`config.mk`:
```
export PLATFORM = sky130hd
export DESIGN_NAME = tt_io_pattern_gen
export DESIGN_NICKNAME = d
export VERILOG_FILES = /design/src/rtl/tt_io_pattern_test_pkg.sv /design/src/rtl/tt_io_pattern_gen.sv
export SDC_FILE = /design/constraint.sdc
export NUM_CORES = 1
export LEC_CHECK = 0
export BUFFER_PORTS_ARGS = -buffer_cell sky130_fd_sc_hd__buf_4
export CORE_MARGIN = 2
export CORE_UTILIZATION = 40
export DETAILED_ROUTE_END_ITERATION = 8
export GPL_TIMING_DRIVEN = 0
export PLACE_DENSITY = 0.69
export SYNTH_ARGS = -nofsm -noshare
export SYNTH_HDL_FRONTEND = slang
export SYNTH_SLANG_ARGS = --single-unit
```
`constraint.sdc`:
```
create_clock -name clk -period 2.2 [get_ports clk]
set_clock_uncertainty 0.2 [all_clocks]
set_input_delay 0.11 -clock clk [delete_from_list [all_inputs] [get_ports clk]]
set_output_delay 0.11 -clock clk [all_outputs]
set_load 0.01 [all_outputs]
```
`src/rtl/tt_io_pattern_test_pkg.sv`:
```
// rtl/tt_io_pattern_test_pkg.sv - shared mode encodings, defaults and pattern step function
//
// Purpose: constants and the per-mode next-pattern function shared by the
// pattern generator and the top-level decode.
// Ports: none (package).

package tt_io_pattern_test_pkg;

  localparam logic [1:0] MODE_IDLE = 2'd0;
  localparam logic [1:0] MODE_WALK = 2'd1;
  localparam logic [1:0] MODE_LFSR = 2'd2;
  localparam logic [1:0] MODE_LOOP = 2'd3;

  localparam logic [7:0] SEED_DEFAULT = 8'h01;
  localparam logic [7:0] TAPS_DEFAULT = 8'hB8;
  localparam logic [7:0] LOOP_OE_MASK = 8'h0F;

  // Next pattern for one step in the given mode; IDLE holds.
  function automatic logic [7:0] pattern_next(input logic [1:0] mode,
                                              input logic [7:0] pat,
                                              input logic [7:0] taps);
    logic [7:0] nxt;
    nxt = pat;
    case (mode)
      MODE_WALK: nxt = {pat[6:0], pat[7]};
      // An all-zero LFSR state would lock up, so it is kicked back to 8'h01.
      MODE_LFSR: nxt = (pat == 8'h00) ? 8'h01 : {pat[6:0], ^(pat & taps)};
      MODE_LOOP: nxt = pat + 8'd1;
      default:   nxt = pat;
    endcase
    return nxt;
  endfunction

endpackage

```
`src/rtl/tt_io_pattern_gen.sv`:
```
// rtl/tt_io_pattern_gen.sv - prescaler, step strobe and pattern register
//
// Purpose: produces one step every rate+1 cycles and advances the pattern
// according to the registered mode.
// Ports: clk, rst_n (sync, active-low), mode (registered mode), reload (mode
// about to change), hold (freeze), rate (prescale R), pattern (current
// pattern), step (pattern advances on this edge).

module tt_io_pattern_gen
  import tt_io_pattern_test_pkg::*;
#(
  parameter logic [7:0] SEED = SEED_DEFAULT,
  parameter logic [7:0] TAPS = TAPS_DEFAULT
) (
  input  logic       clk,
  input  logic       rst_n,
  input  logic [1:0] mode,
  input  logic       reload,
  input  logic       hold,
  input  logic [3:0] rate,
  output logic [7:0] pattern,
  output logic       step
);

  logic [3:0] presc;

  // A reload edge never steps, so the first step after a mode change is a
  // full rate+1 cycles later.
  assign step = !reload && !hold && (presc >= rate);

  always_ff @(posedge clk) begin
    if (!rst_n) begin
      presc   <= 4'd0;
      pattern <= SEED;
    end else if (reload) begin
      presc   <= 4'd0;
      pattern <= SEED;
    end else if (step) begin
      presc   <= 4'd0;
      pattern <= pattern_next(mode, pattern, TAPS);
    end else if (!hold) begin
      presc   <= presc + 4'd1;
    end
  end

endmodule

```
==> qor.json, run 1 <==
{
  "grt": {
    "track_usage_pct": 17.7,
    "first_global_vias": 831,
    "overflow": 0,
    "grt_max_degree": 11,
    "grt_pass1_wl_mm": 3.59,
    "grt_antenna_before_repair": 0
  },
  "run": {
    "max_cap_viol_count": 0
  },
  "logic_synthesis": {
    "number_of_synthesized_register_bits": 12,
    "ys_top_cells_by_area": "dfxtp_1, ha_1, o21ai_0",
    "synth.most_common_cell": "dfxtp_1",
    "distinct_cell_type_count_of_the_synthesized_netlist": 35,
    "synthesis.instances": 107,
    "cell_type_contributing_the_most_total_cell_area_after_synthesis": "dfxtp_1",
    "synth_area_per_cell_um2": 8.45,
    "post_synthesis_cell_area_um2": 905,
    "synth_top_flop_cell": "dfxtp_1",
    "synth_enable_flop_cells": 0,
    "asyncSetResetFlopFracSynth_pct": 0,
    "synth_top_area_share_pct": 26.6,
    "yosys_warnings": 0,
    "syn-num-nets": 126,
    "post_synth_most_frequent_cells": "dfxtp_1, ha_1, inv_1, nor2_1, o21ai_0",
    "synth_seq_area_share_pct": 26.6
  },
  "power": {
    "clkPwrFrac_pct": 38.2,
    "p_seq_share_pct": 47.6,
    "static-leakage-power_nw": 0.498,
    "irDropWorstVdd_mv": 0.223,
    "power.net_switching_mw": 0.113,
    "intPower_mw": 0.351,
    "swShare_pct": 24.3,
    "power.density_mw_per_mm2": 415,
    "power.combinational.fraction_pct": 14.2
  },
  "timing": {
    "max_slew.worst_pin.slew_ns": 0.485,
    "final.min_clock_period_ns": 2.11,
    "finalHoldViolCount": 0,
    "finalHoldWorstSlack_ns": 0.00631,
    "fin_crit_sh_pct": 95.7,
    "timing.slew.headroom_pct": 67.4,
    "rsz0062_at_grt": "false",
    "report.final.slew_viol_count": 0,
    "finalSetupViolations": 0,
    "fmax_ghz": 0.475,
    "fin_ws_ns": 0.0939,
    "setup_tns_ns": 0
  },
  "placement": {
    "port_buffers": 17,
    "dp_hpwl_mm": 1.59,
    "dpl_worst_slack_ns": 0.0767,
    "place_congestion": 0.888,
    "post_dp_cell_area_mm2": 0.00107,
    "dpl.cell_count": 152
  },
  "route": {
    "dr.first_iter.drc_count": 26,
    "detail_route.wl_per_cell_um": 12.9,
    "num_vias": 861,
    "route.detailed.vias_per_inst": 5.48,
    "finalWirelength_mm": 2.02,
    "ant_nets": 0,
    "route.detailed.drc": 0,
    "drt_pre_antenna_iters": 4
  },
  "die": {
    "floorplan.die_area_mm2": 0.00266,
    "die-width_um": 51.6,
    "boundaryPins": 19,
    "placementRows": 17,
    "die_h_um": 51.6,
    "floorplan.initialDensity_pct": 41.7,
    "design.core.area_mm2": 0.00217
  },
  "final_layout": {
    "finalNonFillerCells": 157,
    "finalInstanceArea_mm2": 0.00112,
    "drive_gt1_share_pct": 27.1,
    "n_antenna_cell": 0,
    "num-nets-final": 149,
    "num-fill-cells": 229,
    "area_growth_syn_to_layout_pct": 23.5
  },
  "clock_network": {
    "clock_sinks": 12,
    "clkLatencyLatePin_ns": 0.27,
    "clock_tree.buffer_depth": 2,
    "clk_pin_slew_worst_paths_ns": 0.08,
    "tritoncts_clock_tree": "yes",
    "cts_max_level": 1,
    "cts_made_buffers": 3,
    "cts_root_buf": "clkbuf_4"
  },
  "setup_path": {
    "timing.critical_path.fanout_max": 4,
    "crit_end_element": "output pin",
    "timing.critical_path.from_type": "register",
    "worstPathArrival_ns": 1.80,
    "critPathRequiredTime_ns": 1.89,
    "timing_worst_setup_path_type": "reg2out"
  },
  "min_path": {
    "hold_path_class": "in2reg"
  },
  "outcome": {
    "status": "finished clean"
  }
}
-- layer usage --
layer	share of wire [%]	vias up	global-route usage, %
met3	4.4	5	3.45
met1	48	385	23.5
met2	47	29	29.7
met4	0.94	0	3.95
li1	-	442	-
met5	0	-	0
-- layout by cell type, fill, tap and decap left out, types with 3 or more instances in the layout --
master / synthesis / final
a31oi_1: 5 / 5
dfxtp_1: 12 / 11
a21oi_1: 5 / 5
xnor2_1: 3 / 3
buf_4: 0 / 17
a221oi_1: 4 / 4
xor2_1: 4 / 4
ha_1: 9 / 9
o31ai_1: 3 / 3
nor2_1: 9 / 9
inv_1: 9 / 9
nor3_1: 4 / 4
nand2_1: 3 / 3
o21ai_0: 8 / 8
clkbuf_4: 0 / 3
-- power by group through the flow --
stage / registers [mW] / logic (mW) / clock network [mW]
CTS: 0.221 / 0.0664 / 0.181
global route: 0.221 / 0.0748 / 0.194
finish: 0.221 / 0.0661 / 0.177
floorplan: 0.226 / 0.0402 / 0
detailed placement: 0.226 / 0.0647 / 0
global placement: 0.226 / 0.0630 / 0
-- registers in the layout (all words and copies together) (netlist names) --
name     count
pattern      8
presc        4
-- critical path: stages (launching register included) --
cell,delay (ns)
dfxtp_4,0.37
inv_1,0.05
ha_1,0.26
nand2b_4,0.14
a2111o_1,0.40
nand2_1,0.10
nor3_1,0.05
buf_4,0.14
-- path summary, 6_finish.rpt --
check	startpoint	endpoint	slack [ns]	cells after the start
worst min register to register	presc[3]$_SDFFE_PP0N_	presc[3]$_SDFFE_PP0N_	0.32	2
worst max-delay path	presc[0]$_SDFFE_PP0N_	step	0.09	7
worst max register to register	presc[0]$_SDFFE_PP0N_	pattern[3]$_SDFFE_PP0P_	0.19	7
worst min-delay path	reload	presc[2]$_SDFFE_PP0N_	0.006	3
-- metrics by stage --
stage,utilization [%],total power [mW]
2_1_floorplan,-,0.266
3_3_place_gp,49.2,0.289
3_5_place_dp,49.2,0.291
4_1_cts,51.4,0.469
5_1_grt,51.5,0.490
6_report,51.5,0.464
-- layout make-up --
| type | count | area, µm² | share of cell area (%) |
|---|---|---|---|
| Sequential cell | 12 | 244 | 21.8 |
| Inverter | 9 | 33.8 | 3.02 |
| Tap cell | 28 | 35.0 | 3.14 |
| Timing Repair Buffer | 18 | 138 | 12.3 |
| Multi-Input combinational cell | 83 | 609 | 54.5 |
| Clock buffer | 4 | 36.3 | 3.25 |
| Buffer | 3 | 21.3 | 1.90 |
-- kinds of logic after synthesis --
logic type / count (synthesis) / share of synthesized area, %
simple gates: 36 / 25.2
fa+ha+maj: 9 / 12.4
xor+xnor: 7 / 6.78
buf+inv: 12 / 6.09
mux: 1 / 1.11
flops: 12 / 26.6
compound gates: 30 / 21.9
-- repair_timing --
| action | in CTS | in global routing |
|---|---|---|
| gates resized for setup | 1 | 1 |
| hold endpoints to repair | 2 | 0 |
| hold buffers | 1 | 0 |
| setup endpoints to repair | 1 | 1 |
| setup buffers | 0 | 0 |
| pin swaps | 0 | 1 |
No activity file was read; power rests on OpenSTA's default activity.
==> run 2, diff against run 1 <==
--- a/config.mk
+++ b/config.mk
@@ -5,6 +5,7 @@
 export SDC_FILE = /design/constraint.sdc
 export NUM_CORES = 1
 export LEC_CHECK = 0
+export ABC_AREA = 1
 export BUFFER_PORTS_ARGS = -buffer_cell sky130_fd_sc_hd__buf_4
 export CORE_MARGIN = 2
 export CORE_UTILIZATION = 40
==> run 2 against run 1 <==
Compared with the run above:
- count of clock-buffer cells in the layout is 1 lower
- hold slack better by 0.0038 ns
- design area is 9.1% higher
- utilization is 1.4 points lower
- area after synthesis is 11% higher
- synthesized cell count is 55% higher
- non-clock buffer count is 1 higher
- routed wire length is 13% higher
==> qor.json, run 2 <==
{
  "clock_network": {
    "clk_pin_slew_worst_paths": {"value": 0.08, "unit": "ns", "change": "about the same"},
    "tritoncts_clock_tree": {"value": "yes", "change": "unchanged"},
    "cts.repair.resized": {"value": 0, "change": "was 1"},
    "cts_max_level": {"value": 1, "change": "unchanged"},
    "clock_sinks": {"value": 12, "change": "unchanged"},
    "cts_made_buffers": {"value": 3, "change": "unchanged"},
    "clkLatencyLatePin": {"value": 0.28, "unit": "ns", "change": "was 0.27 ns"},
    "clock_tree.buffer_depth": {"value": 2, "change": "unchanged"},
    "cts_root_buf": {"value": "clkbuf_4", "change": "unchanged"}
  },
  "final_layout": {
    "n_antenna_cell": {"value": 0, "change": "unchanged"},
    "top_register": {"value": "pattern", "change": "unchanged"},
    "drive_gt1_share": {"value": 18.5, "unit": "%", "change": "was 27.1%"},
    "num-nets-final": {"value": 210, "change": "was 149"},
    "largest_registers": {"value": "pattern x8, presc x4", "change": "unchanged"},
    "finalInstanceArea": {"value": 0.00122, "unit": "mm²", "change": "was 0.00112 mm²"},
    "final_util": {"value": 50.1, "unit": "%", "change": "was 51.5%"},
    "largest_register_ff_count": {"value": 8, "change": "unchanged"},
    "area_growth_syn_to_layout": {"value": 21.4, "unit": "%", "change": "was 23.5%"},
    "layout.cells.most_common_list": {"value": "nand2_1, inv_1, nor2_1", "change": "was buf_4, dfxtp_1, inv_1, nor2_1, ha_1"},
    "final_common_cell": {"value": "nand2_1", "change": "was buf_4"}
  },
  "logic_synthesis": {
    "syn-num-nets": {"value": 185, "change": "was 126"},
    "synth_area_per_cell": {"value": 6.04, "unit": "µm²", "change": "was 8.45 µm²"},
    "post_synthesis_cell_area": {"value": 0.00100, "unit": "mm²", "change": "was 905 µm²"},
    "number_of_synthesized_register_bits": {"value": 12, "change": "unchanged"},
    "asyncSetResetFlopFracSynth": {"value": 0, "unit": "%", "change": "unchanged"},
    "yosys_warnings": {"value": 0, "change": "unchanged"},
    "synthesis.instances": {"value": 166, "change": "was 107"},
    "post_synth_most_frequent_cells": {"value": "nand2_1, inv_1, nor2_1", "change": "was dfxtp_1, ha_1, inv_1, nor2_1, o21ai_0"},
    "ys_top_cells_by_area": {"value": "dfxtp_1, nand2_1, ha_1", "change": "was dfxtp_1, ha_1, o21ai_0"},
    "cell_type_contributing_the_most_total_cell_area_after_synthesis": {"value": "dfxtp_1", "change": "unchanged"},
    "synth_seq_area_share": {"value": 23.9, "unit": "%", "change": "was 26.6%"},
    "synth_enable_flop_cells": {"value": 0, "change": "unchanged"},
    "synth_top_area_share": {"value": 23.9, "unit": "%", "change": "was 26.6%"},
    "synth.most_common_cell": {"value": "nand2_1", "change": "was dfxtp_1"},
    "distinct_cell_type_count_of_the_synthesized_netlist": {"value": 24, "change": "was 35"},
    "synth_top_flop_cell": {"value": "dfxtp_1", "change": "unchanged"}
  },
  "timing": {
    "finalHoldWorstSlack": {"value": 0.0101, "unit": "ns", "change": "was 0.00631 ns"},
    "rsz0062_at_grt": {"value": "false", "change": "unchanged"},
    "setup_tns": {"value": 0, "unit": "ns", "change": "unchanged"},
    "fin_crit_sh": {"value": 84.7, "unit": "%", "change": "was 95.7%"},
    "finalHoldViolCount": {"value": 0, "change": "unchanged"},
    "fmax": {"value": 0.537, "unit": "GHz", "change": "was 0.475 GHz"},
    "timing.slew.headroom": {"value": 74.5, "unit": "%", "change": "was 67.4%"},
    "finalSetupViolations": {"value": 0, "change": "unchanged"},
    "final.min_clock_period": {"value": 1.86, "unit": "ns", "change": "was 2.11 ns"},
    "max_slew.worst_pin.slew": {"value": 0.381, "unit": "ns", "change": "was 0.485 ns"},
    "report.final.slew_viol_count": {"value": 0, "change": "unchanged"}
  },
  "route": {
    "finalWirelength": {"value": 2.28, "unit": "mm", "change": "was 2.02 mm"},
    "dr.first_iter.drc_count": {"value": 25, "change": "was 26"},
    "drt_pre_antenna_iters": {"value": 4, "change": "unchanged"},
    "detail_route.wl_per_cell": {"value": 10.4, "unit": "µm", "change": "was 12.9 µm"},
    "ant_nets": {"value": 0, "change": "unchanged"},
    "num_vias": {"value": 1050, "change": "was 861"},
    "route.detailed.vias_per_inst": {"value": 4.79, "change": "was 5.48"},
    "route.detailed.drc": {"value": 0, "change": "unchanged"}
  },
  "setup_path": {
    "timing.reg2reg.setup_slack": {"value": 0.43, "unit": "ns", "change": "was 0.19 ns"},
    "worst-r2r-cell-count": {"value": 8, "change": "was 7"},
    "reg2reg_end": {"value": "pattern[0]$_SDFFE_PP1P_", "change": "was pattern[3]$_SDFFE_PP0P_"},
    "crit_end_element": {"value": "output pin", "change": "unchanged"},
    "timing.critical_path.slowest_cell_delay": {"value": 0.33, "unit": "ns", "change": "was 0.40 ns"},
    "critPathRequiredTime": {"value": 1.89, "unit": "ns", "change": "about the same"},
    "timing.critical_path.fanout_max": {"value": 3, "change": "was 4"},
    "regToRegStartpoint": {"value": "presc[3]$_SDFFE_PP0N_", "change": "was presc[0]$_SDFFE_PP0N_"},
    "timing.critical_path.from_type": {"value": "register", "change": "unchanged"},
    "timing.critical_path.cells": {"value": "ha_1 > a21oi_1 > nand3_2 > nand2_1 > inv_1 > buf_4", "change": "was inv_1 > ha_1 > nand2b_4 > a2111o_1 > nand2_1 > nor3_1 > buf_4"},
    "critPathSlowestCell": {"value": "dfxtp_1", "change": "was a2111o_1"},
    "worstPathArrival": {"value": 1.55, "unit": "ns", "change": "was 1.80 ns"},
    "timing_worst_setup_path_type": {"value": "reg2out", "change": "unchanged"}
  },
  "placement": {
    "port_buffers": {"value": 18, "change": "was 17"},
    "place_congestion": {"value": 0.800, "change": "was 0.888"},
    "post_dp_cell_area": {"value": 0.00118, "unit": "mm²", "change": "was 0.00107 mm²"},
    "dp_hpwl": {"value": 1.80, "unit": "mm", "change": "was 1.59 mm"}
  },
  "die": {
    "floorplan.initialDensity": {"value": 41.3, "unit": "%", "change": "was 41.7%"},
    "die_h": {"value": 54.1, "unit": "µm", "change": "was 51.6 µm"},
    "placementRows": {"value": 18, "change": "was 17"},
    "design.core.area": {"value": 0.00243, "unit": "mm²", "change": "was 0.00217 mm²"},
    "boundaryPins": {"value": 19, "change": "unchanged"},
    "floorplan.die_area": {"value": 0.00293, "unit": "mm²", "change": "was 0.00266 mm²"},
    "die-width": {"value": 54.1, "unit": "µm", "change": "was 51.6 µm"}
  },
  "run": {
    "max_cap_viol_count": {"value": 0, "change": "unchanged"}
  },
  "power": {
    "power.density": {"value": 357, "unit": "mW/mm²", "change": "was 415 mW/mm²"},
    "static-leakage-power": {"value": 0.676, "unit": "nW", "change": "was 0.498 nW"},
    "irDropWorstVdd": {"value": 0.240, "unit": "mV", "change": "was 0.223 mV"},
    "power": {"value": 0.435, "unit": "mW", "change": "was 0.464 mW"}
  },
  "min_path": {
    "min_delay_worst_endpoint": {"value": "pattern[0]$_SDFFE_PP1P_", "change": "was presc[2]$_SDFFE_PP0N_"},
    "holdPathStages": {"value": 4, "change": "was 3"},
    "timing.hold.worst.start": {"value": "rst_n", "change": "was reload"},
    "hold_path_class": {"value": "in2reg", "change": "unchanged"}
  },
  "outcome": {
    "status": {"value": "finished clean", "change": "unchanged"}
  },
  "grt": {
    "grt_antenna_before_repair": {"value": 0, "change": "unchanged"},
    "grt_max_degree": {"value": 11, "change": "unchanged"},
    "track_usage": {"value": 18.7, "unit": "%", "change": "was 17.7%"},
    "overflow": {"value": 0, "change": "unchanged"},
    "grt_pass1_wl": {"value": 3.93, "unit": "mm", "change": "was 3.59 mm"},
    "first_global_vias": {"value": 974, "change": "was 831"}
  }
}
## run 2: changes by cell type after synthesis, moves of 5 or more
cell | previous run | this run
nand3_1 | 2 | 10
o21ai_0 | 8 | 3
nand2_1 | 3 | 59
inv_1 | 9 | 25
nor2_1 | 9 | 22
## run 2: cell families (layout without fill, tap and decap cells)
group           Yosys count  count (layout)  synth area share [%]
compound gates           10              10                  5.61
simple gates            106             106                  47.1
flops                    12              12                  23.9
buf+inv                  29              52                  12.1
fa+ha+maj                 9               9                  11.2
## run 2: metal layers
| metal | wire [µm] | track usage, % | vias up |
|---|---|---|---|
| li1 | - | - | 560 |
| met1 | 1020 | 21.9 | 470 |
| met2 | 1150 | 32.5 | 16 |
| met3 | 96 | 6.11 | 4 |
| met4 | 21 | 5.42 | 0 |
| met5 | 0 | 0 | - |
## run 2: through the flow
step	instances	worst slack (ns)
5_1_grt	219	0.211
3_3_place_gp	214	0.513
4_1_cts	219	0.335
6_report	219	0.338
3_5_place_dp	214	0.464
2_1_floorplan	166	0.614
## run 2: repair_timing
action                    CTS  global route
hold endpoints to repair   10             0
buffers inserted            0             0
hold buffers                2             0
## run 2: worst max path at each step
stage,start,to,slack [ns],cells past startpoint
6_report,presc[3]$_SDFFE_PP0N_,step,0.34,6
5_1_grt,presc[3]$_SDFFE_PP0N_,step,0.21,6
4_1_cts,presc[3]$_SDFFE_PP0N_,step,0.33,6
3_5_place_dp,presc[0]$_SDFFE_PP0N_,pattern[7]$_SDFFE_PP0P_,0.46,8
3_3_place_gp,presc[1]$_SDFFE_PP0N_,pattern[0]$_SDFFE_PP1P_,0.51,10
2_1_floorplan,pattern[5]$_SDFFE_PP0P_,pattern[0]$_SDFFE_PP1P_,0.61,11
## run 2: area by class of cell
| cell class | count | area, µm² |
|---|---|---|
| Inverter | 27 | 103 |
| Buffer | 2 | 18.8 |
| Fill cell | 244 | 1210 |
| Sequential cell | 12 | 240 |
| Tap cell | 30 | 37.5 |
| Multi-Input combinational cell | 125 | 642 |
| Timing Repair Buffer | 20 | 155 |
| Clock buffer | 3 | 22.5 |
## run 2: worst max-delay path, delay by kind of cell (launching register included)
kind            cells  cell delay (ns)
simple gates        2             0.26
fa+ha+maj           1             0.31
flops               1             0.33
compound gates      1             0.20
buf+inv             2             0.17
## run 2: report_power, final
part / internal, mW / switching [mW]
registers: 0.220 / 0.00288
clock network: 0.0635 / 0.0771
logic: 0.0313 / 0.0407
